File: src/rtl/control_sequencer.sv
// rtl/control_sequencer.sv - microcode sequencer generating the CPU control word and ctrlen
//
// Purpose: holds the instruction register and the microstep counter. Each step's
// control word comes from a 34-bit microcode ROM addressed by {flags, ir, step}.
// ROM bit 32 (LOAD_IR) captures main_bus into ir, and ROM bit 33 (LAST) restarts
// the step counter at 0.
// The ROM is a fixed internal image (cw = {op, 8'h5A, flags, step}; LOAD_IR at
// step 1; LAST at step op[2:0], or step 2 when op[2:0] is 0; never LAST when
// op[7] is set).
// Optional macro SEQ_HALT_OPCODE_EN: an IR load of 8'hFF halts the sequencer until reset.
//
// Ports:
//   clk          in   sequencer clock (CPU iclk phase)
//   rst          in   asynchronous active-low reset
//   main_bus     in   8-bit CPU main bus, sampled on LOAD_IR steps
//   flags        in   FLAG_W CPU flags, used live in the ROM address
//   hold         in   freezes sequencing while high (sampled at posedge)
//   control_word out  32-bit control word, NOP_WORD outside RUN
//   ctrlen       out  control enable, low only in RESET
//   step         out  current microstep
//   ir           out  current opcode
module control_sequencer #(
    parameter int          STEP_W   = 3,
    parameter int          FLAG_W   = 4,
    parameter string       ROM_FILE = "microcode.hex",
    parameter logic [31:0] NOP_WORD = 32'h3BF83FCF
) (
    input  logic              clk,
    input  logic              rst,
    input  logic [7:0]        main_bus,
    input  logic [FLAG_W-1:0] flags,
    input  logic              hold,
    output logic [31:0]       control_word,
    output logic              ctrlen,
    output logic [STEP_W-1:0] step,
    output logic [7:0]        ir
);

    localparam int ADDR_W = FLAG_W + 8 + STEP_W;

    typedef enum logic [1:0] {
        S_RESET  = 2'd0,
        S_RUN    = 2'd1,
        S_HOLD   = 2'd2
`ifdef SEQ_HALT_OPCODE_EN
        ,
        S_HALTED = 2'd3
`endif
    } state_t;

    state_t            state;
    state_t            state_next;
    logic [STEP_W-1:0] step_next;
    logic [7:0]        ir_next;

    logic [ADDR_W-1:0] rom_addr;
    logic [33:0]       rom_entry;
    logic              load_ir;
    logic              last_step;

    // flags are live: a flag change re-addresses the ROM without a clock edge
    assign rom_addr  = {flags, ir, step};
    assign load_ir   = rom_entry[32];
    assign last_step = rom_entry[33];

    function automatic logic [33:0] builtin_entry(input logic [ADDR_W-1:0] a);
        logic [FLAG_W-1:0] f;
        logic [7:0]        op;
        logic [STEP_W-1:0] s;
        logic [STEP_W-1:0] last_at;
        {f, op, s} = a;
        last_at = (op[2:0] == 3'd0) ? STEP_W'(2) : STEP_W'(op[2:0]);
        return {(!op[7] && (s == last_at)), (s == STEP_W'(1)),
                op, 8'h5A, 8'(f), 8'(s)};
    endfunction

    always_comb rom_entry = builtin_entry(rom_addr);

    always_ff @(posedge clk or negedge rst) begin
        if (!rst) begin
            state <= S_RESET;
            step  <= '0;
            ir    <= 8'h00;
        end else begin
            state <= state_next;
            step  <= step_next;
            ir    <= ir_next;
        end
    end

    always_comb begin
        state_next = state;
        step_next  = step;
        ir_next    = ir;
        case (state)
            S_RESET: state_next = S_RUN;
            S_RUN: begin
                // entering HOLD does not consume the current step
                if (hold) begin
                    state_next = S_HOLD;
                end else begin
                    step_next = last_step ? '0 : step + STEP_W'(1);
                    if (load_ir) begin
                        ir_next = main_bus;
`ifdef SEQ_HALT_OPCODE_EN
                        if (main_bus == 8'hFF) begin
                            state_next = S_HALTED;
                            step_next  = '0;
                        end
`endif
                    end
                end
            end
            S_HOLD: begin
                if (!hold) state_next = S_RUN;
            end
            default: begin
                // HALTED: frozen until reset
            end
        endcase
    end

    always_comb begin
        control_word = NOP_WORD;
        ctrlen       = 1'b1;
        case (state)
            S_RUN:   control_word = rom_entry[31:0];
            S_RESET: ctrlen = 1'b0;
            default: begin
            end
        endcase
    end

endmodule

File: config.mk
export PLATFORM = sky130hd
export DESIGN_NAME = control_sequencer
export DESIGN_NICKNAME = d
export VERILOG_FILES = /design/src/rtl/control_sequencer.sv
export SDC_FILE = /design/constraint.sdc
export NUM_CORES = 1
export LEC_CHECK = 0
export ABC_AREA = 1
export CORE_AREA = 2 2 54 56
export CTS_CLUSTER_SIZE = 12
export DETAILED_ROUTE_END_ITERATION = 10
export DIE_AREA = 0 0 56 58
export HOLD_SLACK_MARGIN = 0.02
export MAX_ROUTING_LAYER = met4
export PLACE_DENSITY = 0.76
export SLEW_MARGIN = 20
export SYNTH_ARGS = -nofsm -noshare
export SYNTH_HDL_FRONTEND = slang
export SYNTH_SLANG_ARGS = --single-unit
export TNS_END_PERCENT = 30
File: constraint.sdc
create_clock -name clk -period 1.6 [get_ports clk]
set_input_delay 0.24 -clock clk [delete_from_list [all_inputs] [get_ports clk]]
set_output_delay 0.24 -clock clk [all_outputs]
set_load 0.05 [all_outputs]
# Yosys cells after proc, flatten, opt, wreduce, memory -nomap -nowiden
# Cells that the tools add are included.
# totals
regBits	13
latchBits	0
mem_bits_rw	0
rom_bits	0
input_bits	15
word_cells	26
n_memories	0
# op_classes
addsub	1
multipliers	0
div_mod_pow	0
order_cmp	0
n_eq_ne	6
shift	0
n_mux	7
bitwise	1
n_reduce_logical	8
# op_table
cell	count
2-to-1 mux 32 bit	1
2-to-1 mux 3 bit	2
case mux 2 bit (3 select lines)	1
AND reduction 3 bit	2
2-to-1 mux 2 bit	2
inequality test 2 bit, second input constant	2
adder 3 x 1 -> 3 bit, second input constant	1
== test 3 x 1 -> 1 bit, second input constant	1
== test 3 bit	1
zero test 3 bit	1
nonzero test 3 bit	1
== test 2 x 1 -> 1 bit, second input constant	1
== test 2 bit, second input constant	1
zero test 2 bit	1
AND reduction 2 bit	1
logical AND 1 bit	1
zero test 1 bit	1
2-to-1 mux 1 bit	1
inverter 1 bit	1

# Longest topological paths before layout
# logic_depth
ltp_word	5
ltp_mapped	9
mapped_depth_nobuf	9

# Worst setup path after synthesis
# Ideal clock, no wire load.
# synth_path
kind	flip-flop to output port
from	reg ir[2]
to	out control_word[26]
arrival_ps	1487
required_ps	1360
setup_slack_ps	-127
path_stages_with_launch	3
path_cell_list	dfrtp_1 inv_1 nor2_1
# synth_via
elab_chain_cells	1
# synth_rtl
item	line	source
from (decl)	36	output logic [7:0] ir
from (signal assigned)	87	ir <= ir_next;
2-to-1 mux 32 bit	126	case (state)
to (decl)	33	output logic [31:0] control_word,
# Every way passes these cells.

# Worst setup path in the final report
# layout_path
from	reg state[1]
to	out control_word[21]
# layout_via
elab_chain_cells	2
# layout_rtl
item	line	source
from (decl)	51	state_t state;
from (signal assigned)	85	state <= state_next;
== test 2 x 1 -> 1 bit	126	
2-to-1 mux 32 bit	126	
# Every way passes these cells.

==> results.md <==
* Outcome: complete, but fails checks
* Failing checks: negative setup slack
* Final min period at 1.64 ns
* Cell Area, Placed at 0.00147 mm²
* Crit path kind: register to output port
* Fill cells at 230
* Synthesized instance count at 116
* CTS Buf Count at 3
* Met1 WL at 861 µm
* P per Cell Area at 373 mW/mm²
* Worst slack at placement at 0.119 ns
* Per-cell routed wire length at 11.7 µm
* Largest net degree at the start of global routing at 17
* First-pass GRT wire length at 3910 µm
* Via count at 844
* #FFs+latches synth at 13
* Initial DRC Count at 11
* Routability-driven placement congestion ratio at 0.890
* Final WS setup at -0.0411 ns
* Crit end category: output port
* Startpoint Class: register
* Die area at 0.00325 mm²
* Worst-path maximum fanout at 6
* Vias per Instance at 4.24
* Worst path cell trace: inv_2 -> nand2_4 -> bufbuf_16 -> buf_6 -> buf_12
* Final Power at 0.627 mW
* Boundary Pins at 59
* Max-slew violation count at 0
* DP HPWL at 1800 µm
* Final setup vio count at 7
* WL met3 at 122 µm
* Layout cells sized above 1 at 44.6%
* Number of cells on the worst reg-to-reg path at 5
* Syn-to-layout area delta at 88.6%
* Worst EP arrival at 1.40 ns
* CTS clk-pin slew, worst paths at 0.08 ns
* Slew HR at 58.2%
* Worst hold slack at 0.348 ns
* DRC violations left at 0
* Pre-antenna DRT Iters at 3
* Synthesized cell area at 890 µm²
* Yosys warnings at 0
* Final nets at 186
* Final antenna diode count at 0
* Clk buf depth at 2
* WP buf/inv at 4
* Grt ovf at 0
* Clock Skew at 0.000341 ns
* Clock root buffer: clkbuf_4
* Die Y-Extent at 58 µm
* Fin cells at 199
* Commonest non-fill, non-tap cell in the layout: nand2_1
* CTS tree: built
* Initial antenna violation count at 0
* Largest delay contributor family on the critical path: buffers and inverters
* Critical-path top delay cell: dfrtp_1
* Netlist cell types at 18
* Maxcap violations at 0
* Worst-Skew Late Latency at 0.27 ns
* Worst-margin pin slew at 0.625 ns
* Final Hold Fails at 0
* DP Cell Count at 188
* Post-route ant nets at 0
* Final setup TNS at -0.271 ns
* Max incr delay on CP at 0.40 ns
* Initial core utilization at 33.4%
* Htree depth at 1
* Leakage at 0.870 nW
* RSZ-0062 raised after global routing: yes
* Design area at 0.00168 mm²
* WL final at 2330 µm
* Critical path depth in cells at 5
* Period Utilization, post-route at 103%
* Met2 WL post-DR at 1310 µm
* Highest routed layer: met4
* Vias in the first global route at 828
* Most frequent cells in the layout: 22 x nand2_1, 18 x buf_12, 16 x inv_1, 16 x buf_4, 14 x clkdlybuf4s50_1
* # hold bufs at CTS at 0
* I/O Buffers at 49
* Die X-Extent at 56 µm
* Worst min path class: input pin to asynchronous set/reset pin
* Post-synthesis average cell area at 7.67 µm²
* Fin util at 63.0%
* # rows at 19
* Req. time, crit path at 1.36 ns
* CTS sink count at 13
* Register area share after synthesis at 36.6%
* Total Routing Usage GR at 16.2%
* Core Region at 0.00266 mm²
* Peak VDD IR at 0.410 mV
* Fmax at 609 MHz
where the power goes:
part	internal, mW	total, mW	switching [mW]
sequential	0.328	0.328	0
clock	0.0966	0.207	0.110
combinational	0.0306	0.0915	0.0609
worst paths after layout:
check / start / to / slack [ns]
worst max-delay path: state[1] / control_word[21] / -0.04
worst min-delay path: rst / state[1] / 0.35
worst max register to register: step[1] / ir[2] / 0.17
worst min register to register: ir[5] / ir[5] / 0.52
max in group asynchronous: rst / ir[0] / 0.85
min in group clk: main_bus[3] / ir[3] / 0.51
state kept, by name, summed over array words and instances, names as in the netlist:
signal and flops:
ir 8, state 2, step 3
Yosys cell counts:
master / number / area (µm²)
nand2_2: 1 / 6.26
inv_4: 1 / 6.26
conb_1: 2 / 7.51
o21ai_0: 1 / 5.00
or2_2: 8 / 50.1
xor2_1: 1 / 8.76
nand3_1: 5 / 25.0
buf_2: 1 / 5.00
buf_4: 15 / 113
dfrtp_1: 13 / 325
ha_1: 2 / 25.0
o21ai_2: 3 / 26.3
nand4_4: 1 / 21.3
nor2_1: 12 / 45.0
inv_1: 17 / 63.8
a21oi_2: 5 / 43.8
buf_6: 1 / 11.3
nand2_1: 27 / 101
area by class of cell:
class                   count  area (µm²)  area share [%]
multi-input cells          75         439            26.2
repair buffers             58         773            46.1
flip-flops and latches     13         325            19.4
well taps                  31        38.8            2.31
inverters                  18        75.1            4.47
clock buffers               4        26.3            1.57
kinds of logic after synthesis:
logic type               Yosys count  share of synthesized area [%]
AO/OA/AOI/OAI                      9                           8.44
XOR/XNOR                           1                          0.985
adder cells (fa/ha/maj)            2                           2.81
buffers and inverters             35                           22.4
flip-flops                        13                           36.6
other                              2                          0.844
AND/OR/NAND/NOR                   54                           28.0
per-layer routing:
metal	global-route usage (%)	up-vias
met5	-	-
met4	7.14	0
met3	2.68	4
met2	29.4	34
met1	17.3	382
li1	-	424
what timing repair did:
action,4_1_cts,5_1_grt
gates resized for setup,17,15
buffers inserted,6,0
gates cloned,1,0
endpoints found under the setup margin,9,20
pin swaps,1,0
No activity file was read; power rests on OpenSTA's default activity.
